===== config.mk =====
export PLATFORM = sky130hd
export DESIGN_NAME = wb_scoreboard
export DESIGN_NICKNAME = d
export VERILOG_FILES = /design/src/rtl/wb_scoreboard.sv
export SDC_FILE = /design/constraint.sdc
export NUM_CORES = 1
export LEC_CHECK = 0
export CAP_MARGIN = 30
export CORE_MARGIN = 1.5
export CORE_UTILIZATION = 41
export DETAILED_ROUTE_END_ITERATION = 10
export GPL_TIMING_DRIVEN = 0
export HOLD_SLACK_MARGIN = 0.02
export PLACE_DENSITY = 0.78
export REMOVE_ABC_BUFFERS = 1
export SYNTH_ARGS = -nofsm -noshare
export SYNTH_HDL_FRONTEND = slang
export SYNTH_SLANG_ARGS = --single-unit

===== constraint.sdc =====
create_clock -name clk -period 1.8 [get_ports clk]
set_input_delay 0.36 -clock clk [delete_from_list [all_inputs] [get_ports clk]]
set_output_delay 0.36 -clock clk [all_outputs]
set_load 0.03 [all_outputs]

===== src/rtl/wb_scoreboard.sv =====
// In-flight destination tracker: decodes the instruction entering decode and shifts {write, reg, branch, halt}
// through D/X/M/W slots. Define SCB_BUSY_VEC_EN to enable the per-register pending-write counters on `busy`.
module wb_scoreboard #(
  parameter logic [15:0] NOP_INST = 16'h0800
) (
  input  logic        clk,
  input  logic        rst,
  input  logic [15:0] inst_in,
  input  logic        en,
  input  logic        flush,
  output logic        regWrtD,
  output logic        regWrtX,
  output logic        regWrtM,
  output logic        regWrtW,
  output logic [2:0]  wrtRegD,
  output logic [2:0]  wrtRegX,
  output logic [2:0]  wrtRegM,
  output logic [2:0]  wrtRegW,
  output logic        branchInstD,
  output logic        branchInstX,
  output logic        haltW,
  output logic [7:0]  busy
);

  typedef struct packed {
    logic       wr;
    logic [2:0] rd;
    logic       br;
    logic       halt;
  } slot_t;

  slot_t      r_d, r_x, r_m, r_w;
  slot_t      w_dec;
  logic [4:0] w_op;

  assign w_op = inst_in[15:11];

  always_comb begin
    w_dec = '0;
    casez (w_op)
      5'b11011, 5'b11010, 5'b111??, 5'b11001: begin
        w_dec.wr = 1'b1;
        w_dec.rd = inst_in[4:2];
      end
      5'b010??, 5'b101??, 5'b10001: begin
        w_dec.wr = 1'b1;
        w_dec.rd = inst_in[7:5];
      end
      5'b10011, 5'b11000, 5'b10010: begin
        w_dec.wr = 1'b1;
        w_dec.rd = inst_in[10:8];
      end
      5'b00110, 5'b00111: begin
        w_dec.wr = 1'b1;
        w_dec.rd = 3'd7;
        w_dec.br = 1'b1;
      end
      5'b001??, 5'b011??: w_dec.br = 1'b1;
      5'b00000:           w_dec.halt = 1'b1;
      default:            w_dec = '0;
    endcase
    if (inst_in == NOP_INST) w_dec = '0;
  end

  // On flush, X survives into M only when the pipe advances; otherwise D and X are both dropped.
  always_ff @(posedge clk) begin
    if (rst) begin
      r_d <= '0;
      r_x <= '0;
      r_m <= '0;
      r_w <= '0;
    end else if (flush) begin
      r_d <= '0;
      r_x <= '0;
      if (en) begin
        r_m <= r_x;
        r_w <= r_m;
      end
    end else if (en) begin
      r_d <= w_dec;
      r_x <= r_d;
      r_m <= r_x;
      r_w <= r_m;
    end
  end

  assign regWrtD     = r_d.wr;
  assign regWrtX     = r_x.wr;
  assign regWrtM     = r_m.wr;
  assign regWrtW     = r_w.wr;
  assign wrtRegD     = r_d.rd;
  assign wrtRegX     = r_x.rd;
  assign wrtRegM     = r_m.rd;
  assign wrtRegW     = r_w.rd;
  assign branchInstD = r_d.br;
  assign branchInstX = r_x.br;
  assign haltW       = r_w.halt;

`ifdef SCB_BUSY_VEC_EN
  logic [1:0] r_cnt [8];
  logic [1:0] w_cnt_nxt [8];
  logic [7:0] r_busy;
  logic [2:0] w_sum;
  logic [2:0] w_reg;

  // Writers counted in D, X and M; the register file bypasses writeback, so W is excluded.
  always_comb begin
    w_sum = '0;
    w_reg = '0;
    for (int unsigned i = 0; i < 8; i++) begin
      w_reg = 3'(i);
      w_sum = {1'b0, r_cnt[i]};
      if (en && !flush && w_dec.wr && (w_dec.rd == w_reg)) w_sum = w_sum + 3'd1;
      if (en && r_m.wr && (r_m.rd == w_reg))               w_sum = w_sum - 3'd1;
      if (flush && r_d.wr && (r_d.rd == w_reg))            w_sum = w_sum - 3'd1;
      if (flush && !en && r_x.wr && (r_x.rd == w_reg))     w_sum = w_sum - 3'd1;
      w_cnt_nxt[i] = (w_sum > 3'd3) ? 2'd3 : w_sum[1:0];
    end
  end

  always_ff @(posedge clk) begin
    if (rst) begin
      for (int unsigned i = 0; i < 8; i++) r_cnt[i] <= '0;
      r_busy <= '0;
    end else begin
      for (int unsigned i = 0; i < 8; i++) begin
        r_cnt[i]  <= w_cnt_nxt[i];
        r_busy[i] <= (w_cnt_nxt[i] != 2'd0);
      end
    end
  end

  assign busy = r_busy;
`else
  assign busy = '0;
`endif

endmodule


# After elaboration in Yosys (flattened, before gate mapping)
# Cells that the tools add are included.
# Widths: inputs -> output; s select.
dict set report word_totals {
  regBits 22
  latchBits 0
  ram_bits 0
  romBits 0
  in_bits 20
  out_inout_bits 27
  elab_cells 44
  memories 0
}
dict set report op_classes {
  add_sub_neg 0
  multipliers 0
  div 0
  magnitude_cmp 0
  n_eq_ne 15
  shifts 0
  muxes 6
  bitwise_logic 0
  reduce_logical 9
}
# operator n
set ops {}
lappend ops {{$eq 5x5->1 const B} 7}
lappend ops {{$eq 16x12->1 const B} 1}
lappend ops {{$pmux 4 s4} 1}
lappend ops {{$reduce_or 12->1} 1}
lappend ops {{$eq 5x3->1 const B} 2}
lappend ops {{$reduce_or 10->1} 1}
lappend ops {{$eq 3x2->1 const B} 2}
lappend ops {{$eq 3x3->1 const B} 2}
lappend ops {{$mux 6} 1}
lappend ops {{$reduce_or 2->1} 3}
lappend ops {{$reduce_or 3->1} 2}
lappend ops {{$logic_not 5->1} 1}
lappend ops {{$reduce_or 4->1} 1}
lappend ops {{$eq 3x1->1 const B} 1}
lappend ops {{$mux 1} 3}
lappend ops {{$pmux 1 s2} 1}

# Logic depth before layout (Yosys ltp)
# Gate-level depths: netlist of run 1.
dict set report depth {
  word_depth 5
  mapped_depth 5
  depth_no_buf 4
}

# Worst setup path after synthesis of run 1
# OpenSTA, ideal clock, no wires.
dict set report synth_timing {
  path_kind {in2reg}
  startpoint {input port inst_in[14]}
  endpoint {register r_d (netlist bit wrtRegD[2])}
  t_arrival_ps 1333
  setup_slack_ps 401
  path_stages 5
  cell_sequence {buf_4 or3b_1 a211oi_2 a2111oi_1 a21oi_2}
}
dict set report synth_via {
  elab_chain_cells 4
}
# element line
set synth_lines {}
lappend synth_lines {{start: declaration} 8} ;# input logic [15:0] inst_in,
lappend synth_lines {{$eq 5x5->1 (tied with other cells)} 40} ;# casez (w_op)
lappend synth_lines {{$reduce_or 4->1 (tied with other cells)} 40}
lappend synth_lines {{$pmux 4 s4} 40}
lappend synth_lines {{$mux 6 (*)} 62} ;# if (inst_in == NOP_INST) w_dec = '0;
lappend synth_lines {{end signal: assignment} 80} ;# r_d <= w_dec;
lappend synth_lines {{end: declaration} 32} ;# slot_t r_d, r_x, r_m, r_w;
# Every way passes the cells marked *; elsewhere a longest branch is shown, timed or not.
# A chain may end at the register's enable or synchronous reset.

# Final worst setup path of run 1
dict set report layout_timing {
  startpoint {register r_d (netlist bit wrtRegD[0])}
  endpoint {output port wrtRegD[0]}
}
# element line
set layout_lines {}
lappend layout_lines {{end: declaration} 15} ;# output logic [2:0] wrtRegD,
# No word-level cell between the ends.

==> metrics.txt, run 1 <==
# TYPE chip_impl_metric gauge
chip_impl_info{name="outcome",value="finished clean"} 1
chip_impl_metric{name="static-leakage-power",unit="nW"} 0.559
chip_impl_metric{name="path_max_fanout",unit=""} 3
chip_impl_metric{name="power_report.internal_total",unit="uW"} 680
chip_impl_metric{name="critical_path.n_buffers_inverters",unit=""} 1
chip_impl_metric{name="number_of_global_route_vias_before_repair",unit=""} 770
chip_impl_info{name="cts-root-buf",value="sky130_fd_sc_hd__clkbuf_4"} 1
chip_impl_metric{name="post-synth-top-area-fraction",unit=""} 0.398
chip_impl_metric{name="timing.final.hold_violations",unit=""} 0
chip_impl_metric{name="drt-vias-per-instance",unit=""} 5.03
chip_impl_metric{name="globalplace.congestion",unit=""} 0.818
chip_impl_metric{name="finalWorstSetupSlack",unit="ns"} 0.0742
chip_impl_metric{name="num_vias",unit=""} 911
chip_impl_info{name="hold_class",value="register to register"} 1
chip_impl_metric{name="numPortBuffers",unit=""} 36
chip_impl_metric{name="worst_pin_slew",unit="ns"} 0.512
chip_impl_metric{name="maximum_number_of_pins_on_one_net_before_global_route_repair",unit=""} 16
chip_impl_metric{name="net-switching-power",unit="uW"} 231
chip_impl_metric{name="place_hpwl",unit="microns"} 1640
chip_impl_metric{name="drt_first_pass_iters",unit=""} 4
chip_impl_metric{name="timing.slew.headroom",unit=""} 0.659
chip_impl_metric{name="power-per-cell-area",unit="nW/um^2"} 640
chip_impl_metric{name="max_freq",unit="MHz"} 579
chip_impl_metric{name="remaining_design_rule_violation_count",unit=""} 0
chip_impl_info{name="critical_path.startpoint_type",value="register"} 1
chip_impl_metric{name="final-instance-count-excl-fill",unit=""} 181
chip_impl_metric{name="synth-seq-cells",unit=""} 22
chip_impl_metric{name="avgRoutedWirePerCell",unit="microns"} 11.6
chip_impl_metric{name="fin_worst_skew",unit="ns"} 0.00173
chip_impl_metric{name="floorplan.initialDensity",unit=""} 0.438
chip_impl_metric{name="post-route-period-util",unit=""} 0.959
chip_impl_metric{name="dieWidth",unit="microns"} 54.9
chip_impl_metric{name="grt_antenna_before_repair",unit=""} 0
chip_impl_metric{name="first_pass_grt_wire_length",unit="microns"} 3190
chip_impl_metric{name="die_area",unit="sq um"} 3020
chip_impl_metric{name="htree_levels",unit=""} 1
chip_impl_metric{name="final_period_minus_worst_setup_slack",unit="ns"} 1.73
chip_impl_metric{name="clock_tree_buf_depth",unit=""} 2
chip_impl_metric{name="clk_transition_reported_paths",unit="ns"} 0.12
chip_impl_metric{name="overflow",unit=""} 0
chip_impl_metric{name="post_cts_buffers",unit=""} 0
chip_impl_metric{name="area_of_the_multi_input_gates",unit="sq um"} 523
chip_impl_info{name="largest_cells_by_area_after_synthesis",value="sky130_fd_sc_hd__dfxtp_1 40%, sky130_fd_sc_hd__mux2i_1 14%, sky130_fd_sc_hd__buf_4 12%"} 1
chip_impl_info{name="critPathTopFamily",value="buffers and inverters"} 1
chip_impl_metric{name="combPwrFrac",unit=""} 0.165
chip_impl_metric{name="worst_ir_drop_vdd",unit="V"} 0.000373
chip_impl_info{name="final_common_cell",value="sky130_fd_sc_hd__clkdlybuf4s50_1"} 1
chip_impl_metric{name="synth_cell_types",unit=""} 29
chip_impl_metric{name="holdWs",unit="ns"} 0.483
chip_impl_metric{name="syn_avg_cell_area",unit="sq um"} 8.78
chip_impl_metric{name="track_usage",unit=""} 0.146
chip_impl_metric{name="die_h",unit="microns"} 54.9
chip_impl_metric{name="drive_gt1_frac",unit=""} 0.0530
chip_impl_metric{name="core.rowCount",unit=""} 18
chip_impl_info{name="cp_cell_sequence",value="clkdlybuf4s50_1"} 1
chip_impl_metric{name="clock_latency",unit="ns"} 0.30
chip_impl_info{name="cts_tree",value="yes"} 1
chip_impl_info{name="worst_path_max_delay_cell",value="sky130_fd_sc_hd__clkdlybuf4s50_1"} 1
chip_impl_metric{name="max_cap_viol_count",unit=""} 0
chip_impl_metric{name="timing.final.max_slew_violations",unit=""} 0
chip_impl_metric{name="dr.first_iter.drc_count",unit=""} 13
chip_impl_metric{name="setup_viol",unit=""} 0
chip_impl_metric{name="power.share.switching",unit=""} 0.253
chip_impl_metric{name="power.total",unit="uW"} 910
chip_impl_metric{name="synthesis.instances",unit=""} 126
chip_impl_metric{name="area_overhead_of_the_layout_relative_to_synthesis",unit="%"} 28.6
chip_impl_info{name="worstReg2RegStart",value="wrtRegD[2]$_SDFFE_PP0P_"} 1
chip_impl_info{name="critical_path_class",value="register to output port"} 1
chip_impl_info{name="critical_path_startpoint",value="wrtRegD[0]$_SDFFE_PP0P_"} 1
chip_impl_metric{name="num-fill-cells",unit=""} 245
chip_impl_metric{name="hold_fix_buffer_count_after_cts",unit=""} 0
chip_impl_metric{name="dp_worst_setup_slack",unit="ns"} -0.414
chip_impl_metric{name="yosysWarningCount",unit=""} 0
chip_impl_info{name="unrepaired_setup_endpoints_after_global_routing",value="false"} 1
chip_impl_metric{name="ctsResizeCount",unit=""} 1
chip_impl_metric{name="nNetsFinal",unit=""} 172
chip_impl_metric{name="synth-seq-area-share",unit=""} 0.398
chip_impl_info{name="most-common-layout-cells",value="35 x sky130_fd_sc_hd__clkdlybuf4s50_1, 22 x sky130_fd_sc_hd__nor2_1, 22 x sky130_fd_sc_hd__dfxtp_1, 16 x sky130_fd_sc_hd__mux2i_1, 8 x sky130_fd_sc_hd__conb_1"} 1
chip_impl_metric{name="dp_cells",unit=""} 177
chip_impl_metric{name="cts-buffers-inserted",unit=""} 3
chip_impl_info{name="yosysTopAreaCell",value="sky130_fd_sc_hd__dfxtp_1"} 1
chip_impl_metric{name="worst-endpoint-required",unit="ns"} 1.44
chip_impl_metric{name="ant_diodes",unit=""} 0
chip_impl_metric{name="antenna_violating_nets_post_route",unit=""} 0
chip_impl_metric{name="cts.sinks",unit=""} 22
chip_impl_metric{name="core_area",unit="sq um"} 2520
chip_impl_metric{name="postRouteWirelength",unit="microns"} 2100
chip_impl_metric{name="part_of_the_total_power_dissipated_in_the_clock_network",unit=""} 0.293
chip_impl_metric{name="max_stage_delay",unit="ns"} 0.68
chip_impl_metric{name="cp_data_arrival_time",unit="ns"} 1.37
chip_impl_metric{name="sequential_cell_area",unit="sq um"} 440
chip_impl_metric{name="top_level_ports",unit=""} 47
chip_impl_metric{name="p_seq_frac",unit=""} 0.542
chip_impl_info{name="endpoint_kind",value="output port"} 1
chip_impl_metric{name="synthesis.area",unit="sq um"} 1110
chip_impl_info{name="hold_path_startpoint",value="r_d[0]$_SDFFE_PP0P_"} 1
-- metal layers --
layer	part of all wire	GRT usage	vias to the layer above
met5	0	0	-
met4	0.0048	0.0488	0
met3	0.058	0.0242	2
met2	0.48	0.254	31
met1	0.45	0.182	420
li1	-	-	458
-- registers in the layout, summed over array words and instances (netlist names) --
name and flops:
wrtRegW 3, regWrtD 1, branchInstD 1, wrtRegM 3, haltW 1, wrtRegX 3
wrtRegD 3, r_x 1, r_m 1, regWrtW 1, regWrtM 1, r_d 1
branchInstX 1, regWrtX 1
-- cell families (layout without fill, tap and decap cells) --
kind of cell	after synthesis	after routing	share of synthesized area
multiplexers	16	16	0.145
AND/OR/NAND/NOR	40	40	0.165
other	1	8	0.00339
flip-flops	22	22	0.398
AO/OA/AOI/OAI	21	21	0.136
buffers and inverters	26	44	0.153
-- power groups by stage --
stage / clock network (mW) / logic (mW) / registers (mW)
floorplan: 0 / 0.0635 / 0.512
global placement: 0 / 0.146 / 0.504
detailed placement: 0 / 0.150 / 0.504
CTS: 0.275 / 0.150 / 0.493
global route: 0.296 / 0.161 / 0.494
finish: 0.267 / 0.150 / 0.493
-- final cells by class --
class,count,area share
clock buffer,4,0.0255
inverter,3,0.00792
multi-input combinational,85,0.368
sequential,22,0.310
tap,30,0.0264
timing repair buffer,37,0.263
-- cell usage after synthesis, drive strengths merged --
cell	instances
nand3	2
a31oi	3
o2111a	1
or2	1
a32o	1
inv	3
nor2	22
o21ai	5
mux2i	16
nand2	5
a2111oi	1
clkbuf	1
nor3	1
dfxtp	22
nand3b	1
and3	1
a211oi	4
nand2b	3
a22oi	1
buf	22
o41ai	1
conb	1
a21oi	4
nor2b	3
or3b	1
-- path summary, 6_finish.rpt --
| path | to | slack [ns] | depth (start not counted) |
|---|---|---|---|
| worst min register to register | r_d[0]$_SDFFE_PP0P_ | 0.48 | 2 |
| worst max register to register | wrtRegD[2]$_SDFFE_PP0P_ | 0.74 | 3 |
| worst min-delay path | r_d[0]$_SDFFE_PP0P_ | 0.48 | 2 |
| worst max-delay path | wrtRegD[0] | 0.07 | 1 |
-- metrics by stage --
step                       util  TNS (ns)  cell area, sq um
after global placement    0.544     -7.45              1370
after floorplan               -         0               975
final                     0.564         0              1420
after CTS                 0.564         0              1420
after global routing      0.564         0              1420
after detailed placement  0.550     -1.41              1390
No activity file was read; power rests on OpenSTA's default activity.
==> inputs of run 2 (changes only) <==
CORE_ASPECT_RATIO = 1.1   (was default)
==> metrics.txt, run 2 (synthesis gave the netlist of run 1 again) <==
# TYPE chip_impl_metric gauge
chip_impl_info{name="outcome",value="finished clean"} 1
chip_impl_info{name="critical_path_class",value="register to output port"} 1
chip_impl_metric{name="hold_fix_buffer_count_after_cts",unit=""} 0
chip_impl_metric{name="remaining_design_rule_violation_count",unit=""} 0
chip_impl_metric{name="worst-path-stages",unit=""} 1
chip_impl_metric{name="clock_latency",unit="ns"} 0.30
chip_impl_info{name="critPathTopFamily",value="buffers and inverters"} 1
chip_impl_metric{name="power.total",unit="mW"} 1.02
chip_impl_metric{name="critical_path.n_buffers_inverters",unit=""} 1
chip_impl_metric{name="static-leakage-power",unit="nW"} 0.619
chip_impl_metric{name="holdWs",unit="ns"} 0.480
chip_impl_metric{name="fin_worst_skew",unit="ns"} 0.000580
chip_impl_metric{name="cts.sinks",unit=""} 22
chip_impl_info{name="critical_path.startpoint_type",value="register"} 1
chip_impl_metric{name="floorplan.initialDensity",unit=""} 0.439
chip_impl_metric{name="nNetsFinal",unit=""} 172
chip_impl_metric{name="post-route-period-util",unit=""} 0.969
chip_impl_metric{name="max_cap_viol_count",unit=""} 0
chip_impl_metric{name="timing.final.max_slew_violations",unit=""} 0
chip_impl_metric{name="antenna_violating_nets_post_route",unit=""} 0
chip_impl_metric{name="avgRoutedWirePerCell",unit="microns"} 12.5
chip_impl_info{name="hold_path_startpoint",value="r_d[0]$_SDFFE_PP0P_"} 1
chip_impl_metric{name="numPortBuffers",unit=""} 36
chip_impl_metric{name="place_hpwl",unit="microns"} 1730
chip_impl_metric{name="top_level_ports",unit=""} 47
chip_impl_metric{name="path_max_fanout",unit=""} 3
chip_impl_metric{name="power-per-cell-area",unit="nW/um^2"} 702
chip_impl_metric{name="drive_gt1_frac",unit=""} 0.0530
chip_impl_metric{name="cp_data_arrival_time",unit="ns"} 1.38
chip_impl_metric{name="globalplace.congestion",unit=""} 0.843
chip_impl_metric{name="final_period_minus_worst_setup_slack",unit="ns"} 1.74
chip_impl_info{name="hold_class",value="register to register"} 1
chip_impl_metric{name="num_vias",unit=""} 932
chip_impl_metric{name="max_freq",unit="MHz"} 573
chip_impl_metric{name="clock_tree_buf_depth",unit=""} 2
chip_impl_metric{name="drt_first_pass_iters",unit=""} 4
chip_impl_metric{name="die_area",unit="sq um"} 3020
chip_impl_metric{name="maximum_number_of_pins_on_one_net_before_global_route_repair",unit=""} 14
chip_impl_metric{name="postLayoutCoreUtil",unit=""} 0.576
chip_impl_metric{name="ant_diodes",unit=""} 0
chip_impl_info{name="cts_tree",value="yes"} 1
chip_impl_info{name="endpoint_kind",value="output port"} 1
chip_impl_metric{name="max_stage_delay",unit="ns"} 0.69
chip_impl_info{name="cp_cell_sequence",value="clkdlybuf4s50_1"} 1
chip_impl_info{name="worst_path_max_delay_cell",value="sky130_fd_sc_hd__clkdlybuf4s50_1"} 1
chip_impl_metric{name="reg2regPathDepth",unit=""} 3
chip_impl_metric{name="tns",unit="ns"} 0
chip_impl_info{name="most-common-layout-cells",value="32 x sky130_fd_sc_hd__clkdlybuf4s50_1, 22 x sky130_fd_sc_hd__nor2_1, 22 x sky130_fd_sc_hd__dfxtp_1, 16 x sky130_fd_sc_hd__mux2i_1, 8 x sky130_fd_sc_hd__conb_1"} 1
chip_impl_metric{name="number_of_global_route_vias_before_repair",unit=""} 889
chip_impl_info{name="final_common_cell",value="sky130_fd_sc_hd__clkdlybuf4s50_1"} 1
chip_impl_metric{name="core_area",unit="sq um"} 2520
chip_impl_metric{name="worst_pin_slew",unit="ns"} 0.550
chip_impl_info{name="unrepaired_setup_endpoints_after_global_routing",value="false"} 1
chip_impl_info{name="worstReg2RegStart",value="wrtRegD[2]$_SDFFE_PP0P_"} 1
chip_impl_info{name="cts-root-buf",value="sky130_fd_sc_hd__clkbuf_4"} 1
chip_impl_metric{name="holdPathStages",unit=""} 2
chip_impl_metric{name="grt_antenna_before_repair",unit=""} 0
chip_impl_metric{name="timing.final.hold_violations",unit=""} 0
chip_impl_metric{name="htree_levels",unit=""} 1
chip_impl_metric{name="first_pass_grt_wire_length",unit="microns"} 3720
chip_impl_metric{name="core.rowCount",unit=""} 19
chip_impl_metric{name="drt-vias-per-instance",unit=""} 5.12
chip_impl_metric{name="timing.slew.headroom",unit=""} 0.633
chip_impl_metric{name="dp_cells",unit=""} 178
chip_impl_metric{name="dr.first_iter.drc_count",unit=""} 7
chip_impl_metric{name="final-instance-count-excl-fill",unit=""} 182
chip_impl_metric{name="postRouteWirelength",unit="microns"} 2280
chip_impl_metric{name="clk_transition_reported_paths",unit="ns"} 0.12
chip_impl_info{name="critical_path_startpoint",value="wrtRegD[1]$_SDFFE_PP0P_"} 1
chip_impl_metric{name="dieWidth",unit="microns"} 52.5
chip_impl_metric{name="worst_ir_drop_vdd",unit="V"} 0.000320
chip_impl_metric{name="overflow",unit=""} 0
chip_impl_metric{name="die_h",unit="microns"} 57.5
chip_impl_metric{name="cts-buffers-inserted",unit=""} 3
chip_impl_metric{name="area_overhead_of_the_layout_relative_to_synthesis",unit="%"} 31.2
chip_impl_metric{name="setup_viol",unit=""} 0
chip_impl_metric{name="worst-endpoint-required",unit="ns"} 1.44
chip_impl_metric{name="track_usage",unit=""} 0.162
==> run 2: area by class of cell <==
class / count / area, sq um
Clock buffer: 3 / 22.5
Clock inverter: 1 / 30.0
Fill cell: 239 / 1070
Inverter: 3 / 11.3
Multi-Input combinational cell: 85 / 523
Sequential cell: 22 / 440
Tap cell: 31 / 38.8
Timing Repair Buffer: 37 / 385
==> run 2: repair_timing <==
action                                  CTS  global route
setup buffers                             0             0
endpoints found under the setup margin    0             4
gates resized for setup                   0             4
==> run 2: final timing paths <==
kind                                                end  slack, ns
worst min register to register      r_d[0]$_SDFFE_PP0P_       0.48
worst max-delay path                         wrtRegD[1]       0.06
worst max register to register  wrtRegD[2]$_SDFFE_PP0P_       0.71
worst min-delay path                r_d[0]$_SDFFE_PP0P_       0.48
==> run 2: power by group <==
group	switching [mW]	total, mW	leakage (nW)	internal, mW
Clock	0.148	0.374	0.0279	0.225
Sequential	0.00303	0.494	0.177	0.491
Combinational	0.0865	0.152	0.414	0.0658
Total	0.238	1.02	0.619	0.781
==> run 2: metrics by stage <==
stage	cell area [sq um]	setup WS [ns]
2_1_floorplan	975	0.502
3_3_place_gp	1370	-0.711
3_5_place_dp	1390	-0.268
4_1_cts	1440	0.0359
5_1_grt	1450	0.00630
6_report	1450	0.0560
==> run 2: per-layer routing <==
layer | global-route usage | up-vias | routed length [microns]
met5 | 0 | - | 0
met4 | 0.110 | 0 | 44
met3 | 0.0183 | 4 | 131
met2 | 0.279 | 35 | 1110
met1 | 0.184 | 434 | 994
li1 | - | 459 | -
